**src/rtl/pattern_player.sv**
```systemverilog
// Pattern player: walks a circular range of pattern buffers, latches each selected buffer
// into shadow registers and streams its bytes over a valid/ready interface.
module pattern_player #(
   parameter int unsigned buffer_size  = 22,
   parameter int unsigned buffer_width = 8,
   parameter int unsigned no_bufs      = 8
) (
   input  logic                                clk,
   input  logic                                rst,
   input  logic                                start,
   input  logic                                stop,
   input  logic [2:0]                          first_buf,
   input  logic [2:0]                          last_buf,
   input  logic [7:0]                          loops,
   input  logic [buffer_size*buffer_width-1:0] current_buffer,
   output logic [no_bufs-1:0]                  buffer_select,
   output logic [buffer_width-1:0]             pat_out,
   output logic                                pat_valid,
   input  logic                                pat_ready,
   output logic [4:0]                          byte_idx,
   output logic                                busy,
   output logic                                done
);

   localparam logic [4:0] LastByte = 5'(buffer_size - 1);
   localparam logic [2:0] LastBuf  = 3'(no_bufs - 1);

   typedef enum logic [1:0] {StIdle, StSelect, StLoad, StPlay} state_e;

   state_e                            r_state;
   state_e                            w_state_next;
   logic [buffer_size*buffer_width-1:0] r_shadow;
   logic [4:0]                        r_byte_idx;
   logic [2:0]                        r_buf_idx;
   logic [2:0]                        r_first_buf;
   logic [2:0]                        r_last_buf;
   logic [7:0]                        r_loop;
   logic                              r_stop_pend;
   logic                              r_done;

   logic       w_xfer;
   logic       w_stop_req;
   logic       w_last_byte;
   logic       w_last_buf;
   logic       w_last_pass;
   logic [2:0] w_buf_inc;

   // In PLAY the beat is always valid, so a transfer is simply ready while playing.
   assign w_xfer      = (r_state == StPlay) && pat_ready;
   assign w_stop_req  = stop || r_stop_pend;
   assign w_last_byte = (r_byte_idx == LastByte);
   assign w_last_buf  = (r_buf_idx == r_last_buf);
   assign w_last_pass = (r_loop == 8'd1);
   assign w_buf_inc   = (r_buf_idx == LastBuf) ? 3'd0 : r_buf_idx + 3'd1;

   // State register
   always_ff @(posedge clk) begin
      if (rst) begin
         r_state <= StIdle;
      end else begin
         r_state <= w_state_next;
      end
   end

   // Next-state decode
   always_comb begin
      w_state_next = r_state;
      case (r_state)
         StIdle: begin
            if (start && !stop) w_state_next = StSelect;
         end
         StSelect: begin
            w_state_next = stop ? StIdle : StLoad;
         end
         StLoad: begin
            w_state_next = stop ? StIdle : StPlay;
         end
         StPlay: begin
            // A stalled beat defers any stop until it has been accepted.
            if (w_xfer) begin
               if (w_stop_req) begin
                  w_state_next = StIdle;
               end else if (w_last_byte) begin
                  w_state_next = (w_last_buf && w_last_pass) ? StIdle : StSelect;
               end
            end
         end
         default: w_state_next = StIdle;
      endcase
   end

   // Outputs decoded from state and datapath registers
   always_comb begin
      busy          = (r_state != StIdle);
      pat_valid     = (r_state == StPlay);
      byte_idx      = r_byte_idx;
      done          = r_done;
      pat_out       = r_shadow[r_byte_idx*buffer_width +: buffer_width];
      buffer_select = '0;
      buffer_select[r_buf_idx] = 1'b1;
   end

   // Datapath: range/loop bookkeeping, shadow capture, byte stepping, done and stop latch
   always_ff @(posedge clk) begin
      if (rst) begin
         r_shadow    <= '0;
         r_byte_idx  <= '0;
         r_buf_idx   <= '0;
         r_first_buf <= '0;
         r_last_buf  <= '0;
         r_loop      <= '0;
         r_stop_pend <= 1'b0;
         r_done      <= 1'b0;
      end else begin
         r_done      <= (r_state != StIdle) && (w_state_next == StIdle);
         r_stop_pend <= (r_state == StPlay) && !w_xfer && w_stop_req;
         case (r_state)
            StIdle: begin
               if (w_state_next == StSelect) begin
                  r_buf_idx   <= first_buf;
                  r_first_buf <= first_buf;
                  r_last_buf  <= last_buf;
                  r_loop      <= loops;
               end
            end
            StLoad: begin
               if (w_state_next == StPlay) begin
                  r_shadow   <= current_buffer;
                  r_byte_idx <= '0;
               end
            end
            StPlay: begin
               if (w_xfer) begin
                  if (w_state_next == StSelect) begin
                     r_buf_idx <= w_last_buf ? r_first_buf : w_buf_inc;
                     // A zero count means endless playback, so it never decrements.
                     if (w_last_buf && (r_loop != 8'd0)) r_loop <= r_loop - 8'd1;
                  end else if (w_state_next == StPlay) begin
                     r_byte_idx <= r_byte_idx + 5'd1;
                  end
               end
            end
            default: ;
         endcase
      end
   end

endmodule

```
**config.mk**
```make
export PLATFORM = sky130hd
export DESIGN_NAME = pattern_player
export DESIGN_NICKNAME = d
export VERILOG_FILES = /design/src/rtl/pattern_player.sv
export SDC_FILE = /design/constraint.sdc
export NUM_CORES = 1
export LEC_CHECK = 0
export ABC_AREA = 1
export BUFFER_PORTS_ARGS = -buffer_cell sky130_fd_sc_hd__buf_2
export CAP_MARGIN = 20
export CORE_MARGIN = 8
export CORE_UTILIZATION = 54
export DETAILED_ROUTE_END_ITERATION = 10
export GPL_ROUTABILITY_DRIVEN = 1
export HOLD_SLACK_MARGIN = 0.08
export MAX_ROUTING_LAYER = met4
export PLACE_DENSITY = 0.79
export REMOVE_ABC_BUFFERS = 1
export SYNTH_ARGS = -nofsm -noshare
export SYNTH_HDL_FRONTEND = slang
export SYNTH_SLANG_ARGS = --single-unit
```
**constraint.sdc**
```tcl
create_clock -name clk -period 2.6 [get_ports clk]
set_input_delay 0.13 -clock clk [delete_from_list [all_inputs] [get_ports clk]]
set_output_delay 0.13 -clock clk [all_outputs]
set_load 0.02 [all_outputs]
```
==> run metrics, run 1 <==
final period utilization 0.944; maximum number of pins on one net before global-route repair 111; count of max-cap constraint violations 0; crit path from byte_idx[1]; Die Area 0.0218 sq mm; Remaining Overflow, GRT 0; gp weighted congestion around 0.82; worst slack, placed slightly above 600 ps; power per standard cell area 536 mW/mm^2; post-synth design cell area 0.00936 sq mm; number of input and output port buffers inserted about 220; unique cell type count in the Yosys netlist 35; launching point of the worst reg2reg path byte_idx[1]; commonest cells after routing, fill and taps aside 285 x a21oi_1, 270 x o21ai_0, 219 x buf_2; Hold Violations, Final 0; share of Yosys cell area claimed by the top area cell type 0.432; worst clock skew 12.1 ps; # rows 48; Period minus WS final 2460 ps; Boundary Pins 219; height of the chip 148 um; required time of the critical path between 2000 and 2500 ps; main area contributors after synthesis dfxtp_1 43%, a21oi_1 15%, o21ai_0 14%; endpoint of the worst setup timing path pat_out[6]; placeable core area approximately 0.017 sq mm; launching element type of the critical path register; headroom to the max-slew limit 0.475; area of the multi-input gates 0.00413 sq mm; final instance area 0.0132 sq mm; share of post-route cells with drive strength above 1 0.177; CTS H-Tree Depth 1; wire length of the first global-routing pass 54500 um; TritonCTS Buffers 21; Setup-failing EPs final 0; cell depth of the worst flop-to-flop path 13; total of warnings raised by yosys 0; static leakage 5.38 nW; post-detailed-route via-to-cell ratio 5.49; GRT Util Overall 0.319; Highest Clock Rate 407 MHz; buffer depth of the longest clock path 3; largest voltage drop on the vdd net 0.000467 V; number of synthesized register bits 202; initial antenna violation count 2; largest area contributor in the synthesized netlist dfxtp_1; initial cell density of the core 0.547; width of the die 148 um; worst hold path class in2reg; total placed instance area 0.0106 sq mm; reg-to-reg endpoint r_buf_idx[0]; TritonCTS clock tree built; count of mapped cells out of synthesis approximately 1300; setup repair after global routing missed its margin no; worst path arrival time 2330 ps; slew of the pin with the lowest slew margin 779 ps; First-pass DRT Iterations 5; clock-pin slew reported for the worst setup and hold paths after clock tree synthesis about 60 ps; cell at the root of the clock tree clkbuf_16; Total Nets Final 1903; Antenna Violating Nets Remaining 0; fillers 1191; detailed router's first-iteration violation count 1080; detailed-route via count 10700; Worst R2R Setup Slack 670 ps; Final Routed Wirelength between 30000 and 40000 um; proportion of synthesized chip area in sequential cells 0.432; Skew-Pair Late Insertion Delay 500 ps; largest fanout of any net on the critical path 22; DRC Markers 0; status finished clean; number of pins with negative max-slew slack in the final report 0; post-detailed-route wirelength per cell 17.4 um; setup TNS 0 ps; number of global-route vias before repair about 11000; area taken by flip-flops and latches 0.00405 sq mm; post-synthesis area per instance ~7 sq um; sinks on the clock net 202; least setup slack across all paths after layout 144 ps; worst hold slack after final layout 132 ps; most common cell after layout, fill and taps aside a21oi_1; area added between synthesis and finish 41.4%; Post-DP HPWL between 15000 and 20000 um; classification of the worst setup path reg2out; category of the worst setup path capture point primary output
[final cells by class]
type | count | share of cell area
diodes | 3 | 0.000567
clock inverters | 7 | 0.00690
clock buffers | 30 | 0.0438
multi-input cells | 824 | 0.312
flip-flops and latches | 202 | 0.306
inverters | 216 | 0.0614
repair buffers | 436 | 0.248
well taps | 225 | 0.0213
[layer usage]
layer | global-route usage | vias up | part of all wire
met5 | - | - | 0
met1 | 0.374 | 4853 | 0.38
li1 | - | 5139 | -
met4 | 0.157 | 0 | 0.051
met3 | 0.0602 | 153 | 0.076
met2 | 0.520 | 521 | 0.49
[flip-flops by register name, summed over array words and instances (netlist names)]
| name | count |
|---|---|
| r_shadow | 176 |
| r_loop | 8 |
| byte_idx | 5 |
| r_buf_idx | 3 |
| r_first_buf | 3 |
| r_last_buf | 3 |
| r_state | 2 |
| done | 1 |
| r_stop_pend | 1 |
[critical path, stage by stage (launching register included)]
cell and delay (ps):
dfxtp_2 320, inv_2 340, buf_4 300, a21oi_1 50, o21ai_0 120, nand3_1 130, nand3_1 150, nand3_1 80
nand2_1 60, nand2_1 80, buf_2 170
[stage by stage]
stage | power (mW) | utilization | cells
2_1_floorplan | 3.64 | - | 1242
3_3_place_gp | 3.88 | 0.617 | 1703
3_5_place_dp | 3.90 | 0.617 | 1703
4_1_cts | 7.06 | 0.772 | 1939
5_1_grt | 7.34 | 0.773 | 1942
6_report | 7.09 | 0.773 | 1943
[synthesized netlist by cell type, drive strengths merged]
| master | number |
|---|---|
| clkinv | 4 |
| nand2 | 133 |
| nand3 | 47 |
| inv | 212 |
| o22ai | 1 |
| nor2 | 44 |
| a21o | 1 |
| nor3 | 8 |
| nor4 | 1 |
| xor2 | 4 |
| ha | 7 |
| or2 | 2 |
| mux2i | 1 |
| dfxtp | 202 |
| buf | 23 |
| a21oi | 285 |
| nand4 | 4 |
| clkbuf | 73 |
| o31ai | 1 |
| o21ai | 277 |
| a311oi | 6 |
| a31oi | 1 |
| xnor2 | 1 |
[power by group]
| part | internal, mW | switching, mW | leakage [nW] |
|---|---|---|---|
| clock | 1.75 | 1.22 | 0.326 |
| combinational | 0.454 | 0.443 | 3.42 |
| sequential | 3.17 | 0.0473 | 1.64 |
[worst min path at each step]
| stage | startpoint | end | slack, ps | cells past startpoint |
|---|---|---|---|---|
| global placement | last_buf[1] | r_last_buf[1] | 390 | 3 |
| floorplan | rst | byte_idx[2] | 200 | 1 |
| global route | stop | r_state[0] | 200 | 5 |
| finish | start | r_state[0] | 130 | 5 |
| CTS | start | r_state[0] | 110 | 5 |
| detailed placement | last_buf[0] | r_last_buf[0] | 400 | 3 |
[cells by family after synthesis]
group,count (synthesis),share of synthesized area
and+or+nand+nor,239,0.115
muxes,1,0.00107
DFF,202,0.432
AOI/OAI and AO/OA,572,0.309
xor gates and xnor gates,5,0.00468
buffers and inverters,312,0.129
adders and majority gates,7,0.00936
[timing repair]
action	CTS	global route
hold endpoints to repair	198	0
endpoints found under the setup margin	0	8
hold buffers	199	0
setup buffers	0	0
resized for setup	0	2
(Power assumes the default switching activity.)
==> inputs of run 2 (changes only) <==
--- a/config.mk
+++ b/config.mk
@@ -15,6 +15,7 @@
 export HOLD_SLACK_MARGIN = 0.08
 export MAX_ROUTING_LAYER = met4
 export PLACE_DENSITY = 0.79
+export RECOVER_POWER = 100
 export REMOVE_ABC_BUFFERS = 1
 export SYNTH_ARGS = -nofsm -noshare
 export SYNTH_HDL_FRONTEND = slang
==> run 2 against run 1 <==
Against the previous run:
- clock power is essentially flat
- non-clock buffer count is the same
- wire length grew 0.52%
- via count is essentially flat
- power shrank 0.20%
- clock skew is essentially flat
- combinational power shrank 0.6%
- clock-buffer cell count is the same
- critical endpoint is now pat_out[4]
==> run metrics, run 2 (same netlist as run 1, synthesis figures left out) <==
# rows 48; Final Routed Wirelength roughly 34000 um; longest individual stage delay on the worst path 480 ps; critical path's top delay family buffers and inverters; TritonCTS Buffers 21; register containing the most flip-flops in the final layout r_shadow; commonest cells after routing, fill and taps aside 285 x a21oi_1, 270 x o21ai_0, 208 x inv_1; Clk network pwr share 0.419; number of input and output port buffers inserted 218; gp weighted congestion 0.818; fraction of power spent switching nets 0.241; clock-pin slew reported for the worst setup and hold paths after clock tree synthesis 60 ps; Skew-Pair Late Insertion Delay 500 ps; category of the worst setup path capture point primary output; number of placed instances, taps included 1703; number of pins with negative max-slew slack in the final report 0; largest fanout of any net on the critical path 44; TritonCTS clock tree built; Setup-failing EPs final 0; First-pass DRT Iterations 6; required time of the critical path 2470 ps; Post-DP HPWL 18900 um; launching point of the worst reg2reg path r_state[0]; setup TNS 0 ps; Die Area between 0.02 and 0.025 sq mm; largest voltage drop on the vdd net 0.000466 V; most common cell after layout, fill and taps aside a21oi_1; reg-to-reg endpoint r_shadow[88]; post-detailed-route via-to-cell ratio 5.49; Total Nets Final ~1900; worst slack, placed 617 ps; area added between synthesis and finish 40.8%; initial antenna violation count 2; Remaining Overflow, GRT 0; power per standard cell area 537 mW/mm^2; count of max-cap constraint violations 0; buffering stage count on the worst path with inverters included 2; placeable core area 0.0171 sq mm; routed wl met3 about 2600 um; height of the chip 148 um; final period utilization 0.938; M1 wire length 13100 um; detailed router's first-iteration violation count 986; maximum number of pins on one net before global-route repair between 100 and 150; sinks on the clock net 202; static leakage 5.31 nW; Worst R2R Setup Slack 220 ps; cell at the root of the clock tree clkbuf_16; worst hold slack after final layout 88.3 ps; slew of the pin with the lowest slew margin 1120 ps; share of post-route cells with drive strength above 1 0.165; internal power contribution 5.37 mW; Largest register FFs 176; detailed-route via count 10700; initial cell density of the core 0.547; dominant cell type by count on the critical path nand2_1; CTS H-Tree Depth 1; classification of the worst setup path reg2out; Antenna Violating Nets Remaining 0; Met2 Routed Length 16700 um; P_sw 1.71 mW; Period minus WS final 2440 ps; number of global-route vias before repair 10500; buffer depth of the longest clock path 3; least setup slack across all paths after layout 161 ps; wire length of the first global-routing pass 54500 um; headroom to the max-slew limit 0.250; worst path arrival time around 2300 ps; cell depth of the worst flop-to-flop path 5; DRC Markers 0; sequential power share 0.455; GRT Util Overall 0.319; cell with the largest stage delay on the worst path buf_4; crit path from byte_idx[1]; launching element type of the critical path register; Hold Violations, Final 0; Highest Clock Rate slightly above 400 MHz; fillers approximately 1200; setup repair after global routing missed its margin no; total stage count of the critical path 9; number of buffers added for setup after CTS 0; status finished clean; fin cells 1943; worst hold path class in2reg; Comb power frac 0.126; list of cells traversed by the critical path buf_4 > a21oi_1 > o21ai_0 > nand2_1 > nand2_1 > nand3_1 > nand2_1 > nand2_1 > clkbuf_2; worst clock skew 12.1 ps; endpoint of the worst setup timing path pat_out[4]; DR top layer met4; post-detailed-route wirelength per cell 17.5 um; Boundary Pins 219; width of the die 148 um
-- run 2: cell types whose count changed in the layout (fill, tap and decap cells not counted), sizes merged --
cell | before | now
buf | 237 | 216
clkbuf | 30 | 51
-- run 2: power by group through the flow --
stage | clock network [mW] | logic [mW] | registers, mW
after floorplan | 0 | 0.359 | 3.28
after global placement | 0 | 0.599 | 3.28
after detailed placement | 0 | 0.611 | 3.28
after CTS | 3.00 | 0.848 | 3.22
after global routing | 3.13 | 0.979 | 3.23
final | 2.97 | 0.892 | 3.22
-- run 2: final cells by class --
class,count,area [sq um],area share
Tap cell,225,282,0.0214
Clock buffer,30,579,0.0440
Inverter,216,811,0.0615
Clock inverter,7,91.3,0.00693
Multi-Input combinational cell,824,4100,0.311
Antenna cell,3,7.51,0.000570
Sequential cell,202,4050,0.307
Timing Repair Buffer,436,3260,0.247
-- run 2: per-stage QoR --
| stage | area (sq um) | power [mW] | utilization |
|---|---|---|---|
| CTS | 13200 | 7.06 | 0.772 |
| global route | 13200 | 7.33 | 0.770 |
| floorplan | 8970 | 3.64 | - |
| detailed placement | 10600 | 3.90 | 0.617 |
| finish | 13200 | 7.08 | 0.770 |
| global placement | 10600 | 3.88 | 0.617 |
-- run 2: worst min-delay path by stage --
stage,cells after the start,end,start
finish,5,r_state[0],start
global route,5,r_state[0],start
CTS,5,r_state[0],start
detailed placement,3,r_last_buf[0],last_buf[0]
global placement,3,r_last_buf[1],last_buf[1]
floorplan,1,byte_idx[2],rst
-- run 2: timing repair --
item                                   in CTS  in global routing
hold buffers                              199                  0
endpoints found under the hold margin     198                  0
resized for setup                           0                  2
setup endpoints to repair                   0                  8
-- run 2: metal layers --
metal | vias to the layer above | track usage
met5 | - | -
met2 | 517 | 0.520
met4 | 0 | 0.157
met3 | 143 | 0.0602
li1 | 5134 | -
met1 | 4881 | 0.374
-- run 2: worst min-delay path, cell delays in order --
cell,delay [ps]
buf_2,80
inv_1,50
nand2_1,50
a31oi_1,100
a21oi_1,140
